===== src/rtl/wb_commit_pkg.sv =====
// Shared writeback-stage types: per-lane commit bundle, commit FSM states, lane limit.
package wb_commit_pkg;

   localparam int MAX_LANES = 2;

   typedef struct packed {
      logic        vld;
      logic        wen;
      logic [4:0]  regw;
      logic [31:0] valA;
      logic [31:0] valB;
      logic        hi_r;
      logic        lo_r;
      logic        hi_w;
      logic        lo_w;
      logic        rm;
   } wb_lane_t;

   typedef enum logic [1:0] {
      ST_EMPTY     = 2'd0,
      ST_COMMIT    = 2'd1,
      ST_WAIT_LOAD = 2'd2
   } wb_state_t;

endpackage


===== src/rtl/wb_lane_sel.sv =====
// One lane's register-file write enable and write-data mux (load / HI / LO / ALU result).
module wb_lane_sel
   import wb_commit_pkg::*;
#(
   parameter bit HONOR_RM = 1'b0
) (
   input  wb_lane_t    lane,
   input  logic [31:0] load_data,
   input  logic [31:0] hi_src,
   input  logic [31:0] lo_src,
   output logic        we,
   output logic [31:0] wd
);

   logic load_sel;

   // Only the lane wired to the data port may take its result from memory.
   assign load_sel = HONOR_RM && lane.vld && lane.rm;
   assign we       = lane.vld && lane.wen && (lane.regw != 5'd0);

   always_comb begin
      wd = lane.valA;
      if (load_sel)       wd = load_data;
      else if (lane.hi_r) wd = hi_src;
      else if (lane.lo_r) wd = lo_src;
   end

endmodule


===== src/rtl/wb_commit.sv =====
// Writeback commit stage: single bundle register, stalls on a lane-0 load until data returns.
module wb_commit
   import wb_commit_pkg::*;
#(
   parameter int LANES = 2,
   parameter int CNT_W = 32
) (
   input  logic                        clk,
   input  logic                        resetn,
   input  logic                        in_valid,
   output logic                        in_ready,
   input  wb_lane_t [LANES-1:0]        in_lane,
   input  logic                        dresp_ok,
   input  logic [31:0]                 dresp_data,
   output logic [LANES-1:0]            rf_we,
   output logic [LANES-1:0][4:0]       rf_wa,
   output logic [LANES-1:0][31:0]      rf_wd,
   output logic [31:0]                 hi_q,
   output logic [31:0]                 lo_q,
   output logic [CNT_W-1:0]            retired
);

   if (LANES < 1 || LANES > MAX_LANES) begin : g_bad_lanes
      $error("wb_commit: LANES out of range");
   end

   wb_state_t              state, state_nx;
   wb_lane_t [LANES-1:0]   w_lane;
   logic                   accept, commit, dup0;
   logic [LANES-1:0]       we_raw;
   logic [LANES:0][31:0]   hi_chain, lo_chain;
   logic [CNT_W-1:0]       nvld;

   assign accept = in_valid && in_ready;

   always_comb begin
      state_nx = state;
      in_ready = 1'b1;
      commit   = 1'b0;
      case (state)
         ST_EMPTY: state_nx = accept ? (in_lane[0].vld && in_lane[0].rm ? ST_WAIT_LOAD : ST_COMMIT)
                                     : ST_EMPTY;
         ST_COMMIT: begin
            commit   = 1'b1;
            state_nx = accept ? (in_lane[0].vld && in_lane[0].rm ? ST_WAIT_LOAD : ST_COMMIT)
                              : ST_EMPTY;
         end
         ST_WAIT_LOAD: begin
            in_ready = 1'b0;
            commit   = dresp_ok;
            if (dresp_ok) state_nx = ST_EMPTY;
         end
         default: state_nx = ST_EMPTY;
      endcase
   end

   // HI/LO forward through the lanes in program order so lane 1 sees lane 0's update.
   assign hi_chain[0] = hi_q;
   assign lo_chain[0] = lo_q;

   for (genvar i = 0; i < LANES; i++) begin : g_lane
      assign hi_chain[i+1] = (w_lane[i].vld && w_lane[i].hi_w) ? w_lane[i].valA : hi_chain[i];
      assign lo_chain[i+1] = (w_lane[i].vld && w_lane[i].lo_w) ? w_lane[i].valB : lo_chain[i];
      assign rf_wa[i]      = w_lane[i].regw;

      wb_lane_sel #(.HONOR_RM(i == 0)) u_sel (
         .lane      (w_lane[i]),
         .load_data (dresp_data),
         .hi_src    (hi_chain[i]),
         .lo_src    (lo_chain[i]),
         .we        (we_raw[i]),
         .wd        (rf_wd[i])
      );
   end

   // Same-register collision: the younger lane's write is the architectural one.
   if (LANES > 1) begin : g_dup
      assign dup0 = we_raw[0] && we_raw[1] && (w_lane[0].regw == w_lane[1].regw);
   end else begin : g_nodup
      assign dup0 = 1'b0;
   end

   always_comb begin
      rf_we = commit ? we_raw : '0;
      if (dup0) rf_we[0] = 1'b0;
   end

   always_comb begin
      nvld = '0;
      for (int i = 0; i < LANES; i++) nvld = nvld + CNT_W'(w_lane[i].vld);
   end

   always_ff @(posedge clk or negedge resetn) begin
      if (!resetn) begin
         state   <= ST_EMPTY;
         w_lane  <= '0;
         hi_q    <= '0;
         lo_q    <= '0;
         retired <= '0;
      end else begin
         state <= state_nx;
         if (accept) w_lane <= in_lane;
         if (commit) begin
            hi_q    <= hi_chain[LANES];
            lo_q    <= lo_chain[LANES];
            retired <= retired + nvld;
         end
      end
   end

endmodule


===== config.mk =====
export PLATFORM = sky130hd
export DESIGN_NAME = wb_commit
export DESIGN_NICKNAME = d
export VERILOG_FILES = /design/src/rtl/wb_commit_pkg.sv /design/src/rtl/wb_lane_sel.sv /design/src/rtl/wb_commit.sv
export SDC_FILE = /design/constraint.sdc
export NUM_CORES = 1
export LEC_CHECK = 0
export ABC_CLOCK_PERIOD_IN_PS = 2900
export CAP_MARGIN = 10
export CORE_ASPECT_RATIO = 0.8
export CORE_MARGIN = 3
export CORE_UTILIZATION = 60
export CTS_BUF_LIST = sky130_fd_sc_hd__clkbuf_8 sky130_fd_sc_hd__clkbuf_16
export DETAILED_ROUTE_END_ITERATION = 8
export DONT_BUFFER_PORTS = 1
export PLACE_DENSITY = 0.76
export RECOVER_POWER = 100
export SYNTH_ARGS = -nofsm -noshare
export SYNTH_HDL_FRONTEND = slang
export SYNTH_SLANG_ARGS = --single-unit

===== constraint.sdc =====
create_clock -name clk -period 2.9 [get_ports clk]
set_input_delay 0.29 -clock clk [delete_from_list [all_inputs] [get_ports clk]]
set_output_delay 0.29 -clock clk [all_outputs]
set_load 0.005 [all_outputs]

---- Word-level counts from Yosys, hierarchy flattened ----
Cells that the tools add are included.
storage, ports and cells
  bits in registers ....................... 249
  logic and storage cells ................. 63
operators by class
  reduce and logical (&&, ||, !) cells .... 17
  add/sub/neg operators ................... 2
  equality and inequality tests ........... 4
  muxes and demuxes ....................... 17
operators by type and width
  operator                                       number
  2-to-1 mux 32 bit                              9
  adder 32 x 2 -> 32 bit                         1
  logical AND 1 bit                              13
  nonzero test 5 bit                             2
  2-to-1 mux 2 bit                               4
  == test 5 bit                                  1
  one-hot mux 2 bit (2 select lines)             1
  adder 1 x 1 -> 2 bit                           1
  == test 2 x 1 -> 1 bit, second input constant  1
  == test 2 bit, second input constant           1
  logical NOT 2 bit                              1
  2-to-1 mux 1 bit                               2
  inequality test 2 bit, second input constant   1
  one-hot mux 1 bit (2 select lines)             1
  OR reduction 2 bit                             1

---- Logic depth before layout (Yosys ltp) ----
Gate-level depths: netlist of run 1.
  depth after elaboration ................. 5
  mapped depth ............................ 9
  gate-level depth less buffers ........... 8

---- Modules after synthesis ----
A second synthesis of run 1 with hierarchy kept.
unflattened totals
  cells, all modules ...................... 1,165
  area, all modules ....................... 13,555.5 sq um
by module, submodules not included
  module                         seq. area each (sq um)  cells an instance  instances  area an instance (sq um)
  wb_commit                      6,256.0                 910                1          11,629.9
  wb_lane_sel (g_lane[0].u_sel)  0.0                     146                1          1,226.2
  wb_lane_sel (g_lane[1].u_sel)  0.0                     109                1          699.4

---- Worst setup path before layout of run 1 ----
Ideal clock, no wire load.
  kind .................................... register -> register
  start ................................... register w_lane[75] (netlist bit)
  end ..................................... register retired[26]
  library setup time ...................... 0.124 ns
  path buffers ............................ 1
  data arrival time ....................... 1.945 ns
  cell stages (with the launch flop) ...... 10
  setup slack ............................. 0.830 ns
  path through ............................ dfrtp_1 -> clkbuf_1 -> inv_1 -> fa_1 -> inv_1 -> ha_1 -> nand3_1 -> nor3_4 -> nand4_1 -> xnor2_1
on the way
  word-level cells in the longest chain between the ends .. 2
ends and longest elaborated chain
  item                    RTL line          source
  from (decl)             wb_commit.sv:28   wb_lane_t [LANES-1:0] w_lane;
  from (signal assigned)  wb_commit.sv:102  if (accept) w_lane <= in_lane;
  adder 1 x 1 -> 2 bit    wb_commit.sv:90   for (int i = 0; i < LANES; i++) nvld = nvld + CNT_W'(w_lane[i].vld);
  adder 32 x 2 -> 32 bit  wb_commit.sv:106  retired <= retired + nvld;
  to (signal assigned)    wb_commit.sv:106
  to (decl)               wb_commit.sv:20   output logic [CNT_W-1:0] retired
Every way passes these cells.
A chain may end at the register's enable or synchronous reset.

==> impl_metrics.csv, run 1 <==
group,metric,value,unit
outcome,status,"complete, but fails checks",
outcome,violations,"negative hold slack",
sta,maxSlewHeadroom,1.94,%
floorplanning,die_h,137,um
routing,met3_wirelength,3350,um
synthesis,yosys.area.top_type,"dfrtp_1",
global_routing,antenna_found_initial,2,
sta,fin_skew,0.0103,ns
clocking,clock_latency,0.52,ns
synthesis,synth_area_per_cell,10.4,sq um
clocking,path_clk_slew,0.06,ns
critical_path,crit_type,"reg2out",
synthesis,synth_warnings,0,
synthesis,syn_area,0.0128,sq mm
sta,fmaxAchievable,373,MHz
global_routing,grt_overflow_total,0,
critical_path,worstPathArrival,2.39,ns
flow_run,maxCapViolCount,0,
cells_and_area,layout.nets,1471,
clocking,cts-htree-levels,1,
routing,wirelength,37400,um
critical_path,cp-end-kind,"output port",
synthesis,yosysSeqAreaShare,48.6,%
sta,layout_worst_path_cycle_share,92.5,%
routing,m1WireLength,14400,um
sta,fin_ws,0.218,ns
sta,hold_viol_final,249,
placed_design,numPortBuffers,0,
placed_design,place_congestion,0.847,
routing,drc,0,
routing,drtAntennaViolNets,0,
routing,wl_met2,18400,um
synthesis,syn_nets,1429,
synthesis,ys_ff_latch,249,
placed_design,dp.final_hpwl,22900,um
clocking,cts_tree,"done",
synthesis,synth_cell_type_count,42,
synthesis,netlist_top_cells_area,"dfrtp_1 (49%), mux2_2 (13%), mux2i_1 (7.5%)",
clocking,clock_sinks,249,
clocking,hold_buffers,151,
cells_and_area,stdcell_area,0.0148,sq mm
sta,finalSetupViolCount,0,
global_routing,grt_max_degree,250,
pwr,p_leak,0.00651,uW
min_path,min_path_type,"in2async",
routing,drt_iter0_drc,943,
critical_path,worstPathRequired,2.61,ns
sta,setup_tns,0,ns
clocking,cts-root-buf,"clkbuf_16",
floorplanning,num_rows,47,
synthesis,async_flop_share,100,%
floorplanning,io-pin-count,361,
floorplanning,core-area,0.0208,sq mm
placed_design,placed_area,0.0126,sq mm
synthesis,synthFlopType,"dfrtp_1",
routing,top_layer_used,"met4",
floorplanning,start_util,61.6,%
pwr,cellPowerDensity,762,mW/mm^2
critical_path,crit_path_start,"w_lane[3]",
sta,hold_ws,-0.532,ns
sta,slew_viol_final,0,
routing,first_pass_iters,7,
sta,worst_pin_slew,1.47,ns
cells_and_area,syn_to_final_growth,15.6,%
critical_path,crit_path_start_kind,"register",
cells_and_area,drive_gt1_share,17.4,%
global_routing,grt_usage,30.9,%
clocking,cts_buffer_depth,3,
floorplanning,die_area,0.0232,sq mm
synthesis,synth_edf_count,0,
critical_path,cp_max_fo,19,
global_routing,grt_pass1_wl,56500,um
clocking,cts_buffers,26,
synthesis,syn_inst,1236,
sta,rsz0062_at_grt,"false",
synthesis,yosysTopAreaCellShare,48.6,%
critical_path,r2r_cells,5,
placed_design,dp_slack,0.658,ns
floorplanning,die_x,169,um
routing,routed_via_density,6.36,
routing,drt-wirelength-per-cell,23.8,um
sta,finalCriticalPeriod,2.68,ns
global_routing,first_global_vias,10000,
pwr,irDropWorstVdd,0.493,mV
critical_path,r2r_start,"state[0]",
routing,vias,9979,
==> metal layers <==
metal  vias up  track usage, %
met3       104            7.83
met5         -               0
met2       559            51.8
li1       4380               -
met4         0            11.7
met1      4936            39.0
==> cells in the mapped netlist (2+ instances only) <==
library cell  number
dfrtp_1          249
nor2_1           165
a21oi_1          160
mux2_2           149
mux2i_1           96
buf_4             77
o22ai_1           64
nand2_1           58
clkbuf_1          45
o21ai_0           35
buf_2             31
xnor2_1           24
nand3_1           15
xor2_1            11
inv_1              8
nand4_1            8
and4_1             4
ha_1               4
buf_1              3
nor3_1             3
a21oi_2            2
and2_1             2
nor3_2             2
nor4_1             2
or4_1              2
==> layout make-up <==
cell class	count	area, sq um
Antenna cell	3	7.51
Clock inverter	15	98.8
Sequential cell	249	6240
Tap cell	269	337
Multi-Input combinational cell	823	5650
Inverter	8	30.0
Timing Repair Buffer	170	1720
Clock buffer	32	744
Fill cell	1417	5990
==> registers in the layout, summed over array words and instances, names as in the netlist <==
register  cells
lo_q         32
hi_q         32
state         2
rf_wa        10
w_lane      141
retired      32
==> final timing paths <==
path / end / slack [ns]
hold reg to reg: retired[31] / 0.50
hold / removal: w_lane[105] / -0.53
max in group asynchronous: w_lane[44] / 3.12
setup reg to reg: w_lane[20] / 0.30
min in group clk: state[1] / 0.06
setup / recovery: rf_wd[23] / 0.22
==> stage by stage <==
step | hold slack [ns] | instances | util (%) | power, uW
3_5_place_dp | 0.000304 | 1368 | 60.3 | 7810
6_report | -0.532 | 1569 | 71.2 | 11300
4_1_cts | -0.551 | 1566 | 71.6 | 11200
3_3_place_gp | 0.00185 | 1368 | 60.3 | 7680
5_1_grt | -0.554 | 1568 | 71.2 | 11800
2_1_floorplan | -0.00559 | 1236 | - | 7550
==> kinds of logic (layout without fill, tap and decap cells) <==
| family | count (synthesis) | count (layout) | share of synthesized area [%] |
|---|---|---|---|
| other cells | 0 | 3 | 0 |
| xor+xnor | 35 | 35 | 2.39 |
| fa+ha+maj | 5 | 5 | 0.546 |
| mux | 245 | 245 | 20.6 |
| flops | 249 | 249 | 48.6 |
| simple gates | 270 | 270 | 9.22 |
| compound gates | 268 | 268 | 11.3 |
| buf+inv | 164 | 225 | 7.36 |
==> power by group <==
part	total, uW	leakage [uW]	switching (uW)	internal (uW)
clock network	3280	0.000437	1390	1900
logic	2700	0.00312	1420	1280
registers	5310	0.00296	1090	4220
==> what timing repair did <==
action                                 4_1_cts  5_1_grt
endpoints found under the hold margin      402      249
gates resized for setup                      0        0
buffers inserted                             0        0
==> critical path, stage by stage, from the launching register on <==
cell      delay (ns)
dfrtp_2         0.81
clkbuf_2        0.47
mux2i_1         0.25
nor2_1          0.07
a21oi_1         0.14
o21ai_0         0.12
==> layout by cell type, fill, tap and decap left out, drive strengths merged, types with 7 or more instances in the layout <==
master / instances
a21oi: 162
buf: 11
clkbuf: 40
clkinv: 7
dfrtp: 249
dlygate4sd3: 151
inv: 13
mux2: 149
mux2i: 96
nand2: 58
nand3: 16
nand4: 9
nor2: 165
o21ai: 35
o22ai: 64
xnor2: 24
xor2: 11
(Power assumes the default switching activity.)
==> run 2, diff against run 1 <==
--- a/config.mk
+++ b/config.mk
@@ -5,11 +5,12 @@
 export SDC_FILE = /design/constraint.sdc
 export NUM_CORES = 1
 export LEC_CHECK = 0
-export ABC_CLOCK_PERIOD_IN_PS = 2900
+export ABC_AREA = 1
+export ABC_CLOCK_PERIOD_IN_PS = 2400
 export CAP_MARGIN = 10
 export CORE_ASPECT_RATIO = 0.8
 export CORE_MARGIN = 3
-export CORE_UTILIZATION = 60
+export CORE_UTILIZATION = 58
 export CTS_BUF_LIST = sky130_fd_sc_hd__clkbuf_8 sky130_fd_sc_hd__clkbuf_16
 export DETAILED_ROUTE_END_ITERATION = 8
 export DONT_BUFFER_PORTS = 1
==> constraint.sdc (replaced) <==
create_clock -name clk -period 2.4 [get_ports clk]
set_input_delay 0.24 -clock clk [delete_from_list [all_inputs] [get_ports clk]]
set_output_delay 0.24 -clock clk [all_outputs]
set_load 0.005 [all_outputs]
==> impl_metrics.csv, run 2 <==
group,metric,value,unit
outcome,status,"complete, but fails checks",
outcome,violations,"negative hold slack",
synthesis,ys_ff_latch,249,
pwr,cellPowerDensity,894,mW/mm^2
synthesis,synth_compound_area_share,14.9,%
pwr,comb_power_share,26.2,%
synthesis,synth_edf_count,0,
routing,vias,13100,
synthesis,syn_inst,1837,
clocking,path_clk_slew,0.07,ns
synthesis,synth-simple-area-share,26.6,%
flow_run,maxCapViolCount,0,
placed_design,dp.final_hpwl,27600,um
routing,drt_iter0_drc,1451,
clocking,hold_buffers,152,
floorplanning,start_util,59.8,%
synthesis,synthFlopType,"dfrtp_1",
global_routing,grt_util_met3,8.64,%
critical_path,slowest_delay,0.43,ns
cells_and_area,layout.nets,2060,
pwr,power,14000,uW
synthesis,yosysSeqAreaShare,45.8,%
critical_path,crit_chain,"buf_12, nand2_2, buf_6, nand2_1, a31oi_1",
global_routing,antenna_found_initial,2,
sta,setup_tns,0,ns
floorplanning,die_x,177,um
floorplanning,die_area,0.0254,sq mm
sta,fin_skew,0.0148,ns
synthesis,synthMuxAreaShare,0,%
synthesis,synth_cell_type_count,35,
clocking,cts-htree-levels,1,
sta,hold_viol_final,249,
synthesis,yosys.area_share.xor_xnor,1.48,%
sta,layout_worst_path_cycle_share,97.5,%
min_path,min_path_type,"in2async",
floorplanning,num_rows,49,
global_routing,grt_max_degree,250,
sta,slew_viol_final,0,
clocking,clock_latency,0.53,ns
critical_path,cp_max_fo,30,
synthesis,synth_warnings,0,
global_routing,grt_usage,34.5,%
sta,rsz0062_at_grt,"false",
synthesis,synth_area_per_cell,7.41,sq um
pwr,clockPowerShare,29.5,%
sta,hold_ws,-0.587,ns
cells_and_area,post-route-util,68.9,%
global_routing,use_met1,45.7,%
critical_path,crit_path_start_kind,"register",
cells_and_area,syn_to_final_growth,15.2,%
routing,drc,0,
placed_design,numPortBuffers,0,
synthesis,yosysTopAreaCellShare,45.8,%
clocking,cts_tree,"done",
synthesis,netlist_top_cells_area,"dfrtp_1 (46%), nand2_1 (21%), o21ai_0 (5.2%)",
placed_design,place_congestion,0.924,
clocking,cts-root-buf,"clkbuf_16",
cells_and_area,top_register,"w_lane",
synthesis,synth_fa_ha_area_share,0.515,%
global_routing,use_met2,54.9,%
global_routing,first_global_vias,12600,
routing,drt-wirelength-per-cell,21.0,um
pwr,p_int,8860,uW
cells_and_area,drive_gt1_share,5.10,%
synthesis,yosys.area.top_type,"dfrtp_1",
critical_path,crit_type,"reg2out",
synthesis,synth_common_cells,"nand2_1 (745), dfrtp_1 (249), o21ai_0 (141)",
clocking,clock_sinks,249,
clocking,cts_buffer_depth,3,
synthesis,syn_area,0.0136,sq mm
global_routing,grt-busiest-layer,"met2",
synthesis,yosysMostFrequentCell,"nand2_1",
sta,fmaxAchievable,427,MHz
floorplanning,io-pin-count,361,
synthesis,syn_nets,2030,
global_routing,grt_overflow_total,0,
routing,first_pass_iters,6,
synthesis,synth_top_family_by_area,"simple AND/OR/NAND/NOR gates",
sta,finalCriticalPeriod,2.34,ns
cells_and_area,nFillCells,1799,
cells_and_area,final_common_cell,"nand2_1",
global_routing,grt_pass1_wl,69500,um
routing,drtAntennaViolNets,0,
routing,wirelength,46000,um
pwr,seqPwrFrac,44.3,%
cells_and_area,final_cell_mix,"nand2_1 (747), dfrtp_1 (245), dlygate4sd3_1 (152), o21ai_0 (146), a21oi_1 (126)",
cells_and_area,largest_register_ffs,141,
sta,maxSlewHeadroom,23.3,%
synthesis,async_flop_share,100,%
critical_path,cp_top_family,"buffers and inverters",
pwr,p_sw,5160,uW
sta,worst_pin_slew,1.15,ns
pwr,switching_share,36.8,%
pwr,p_leak,0.00785,uW
pwr,irDropWorstVdd,0.553,mV
sta,finalSetupViolCount,0,
clocking,cts_buffers,26,
floorplanning,die_h,143,um
floorplanning,core-area,0.0227,sq mm
critical_path,path_buf_inv,2,
critical_path,worstPathRequired,2.16,ns
critical_path,worstPathArrival,2.10,ns
critical_path,crit_slowest_cell,"dfrtp_2",
critical_path,cp-end-kind,"output port",
routing,routed_via_density,6.00,
## run 2: cell count changes in the layout (fill, tap and decap cells not counted), moves of 63 or more
cell / previous run / this run
nand2_1: 55 / 747
mux2_2: 149 / 0
o21ai_0: 35 / 146
inv_1: 13 / 110
mux2i_1: 96 / 0
nor2_1: 165 / 74
o22ai_1: 64 / 1
## run 2: worst reg2reg max path, cell delays in order, from the launching register on
cell	delay, ns
dfrtp_1	0.35
inv_1	0.08
ha_1	0.21
inv_1	0.11
nand2_1	0.17
inv_6	0.33
clkbuf_4	0.59
nand2_1	0.23
o21ai_0	0.12
## run 2: worst paths after layout
path / slack, ns / depth (start not counted) / startpoint / to
min: -0.59 / 0 / resetn / rf_wa[5]
max: 0.06 / 5 / w_lane[75] / rf_wd[62]
max reg2reg: 0.12 / 8 / state[0] / w_lane[79]
min reg2reg: 0.48 / 2 / w_lane[16] / w_lane[16]
min in group clk: 0.24 / 5 / dresp_ok / retired[8]
max in group asynchronous: 2.46 / 0 / resetn / w_lane[80]
## run 2: cells by family after synthesis
group	count (synthesis)
and+or+nand+nor	907
AOI/OAI and AO/OA	361
buffers and inverters	292
DFF	249
xor gates and xnor gates	23
adders and majority gates	5
## run 2: timing repair
item / CTS / global route
resized for setup: 5 / 10
setup buffers: 0 / 1
gates cloned: 0 / 2
endpoints found under the setup margin: 59 / 37
hold endpoints to repair: 402 / 249
## run 2: cell type report
cell class | count | area, sq um | share of cell area [%]
repair buffers | 186 | 1850 | 11.8
multi-input cells | 1296 | 5930 | 37.8
flip-flops and latches | 249 | 6240 | 39.8
diodes | 1 | 2.50 | 0.0160
well taps | 306 | 383 | 2.44
inverters | 108 | 415 | 2.65
clock inverters | 15 | 143 | 0.910
clock buffers | 30 | 717 | 4.57
## run 2: per-stage QoR
stage	instances	setup slack [ns]	cell area (sq um)	hold slack, ns
after global placement	1990	0.256	13300	-0.0454
after detailed placement	1990	0.253	13300	-0.0458
after floorplan	1837	0.214	13600	-0.0556
after CTS	2187	0.0113	15700	-0.601
after global routing	2191	0.0272	15700	-0.607
final	2191	0.0606	15700	-0.587
## run 2: power by group through the flow
stage / clock [uW] / sequential [uW] / combinational [uW]
after floorplan: 0 / 5650 / 3440
after global placement: 0 / 6190 / 3160
after detailed placement: 0 / 6220 / 3310
after CTS: 4160 / 6160 / 3570
after global routing: 4340 / 6280 / 4130
final: 4130 / 6210 / 3680
## run 2: per-layer routing
layer | up-vias | share of wire (%)
met2 | 875 | 46
li1 | 5889 | -
met5 | - | 0.015
met3 | 181 | 11
met4 | 2 | 4.3
met1 | 6191 | 38
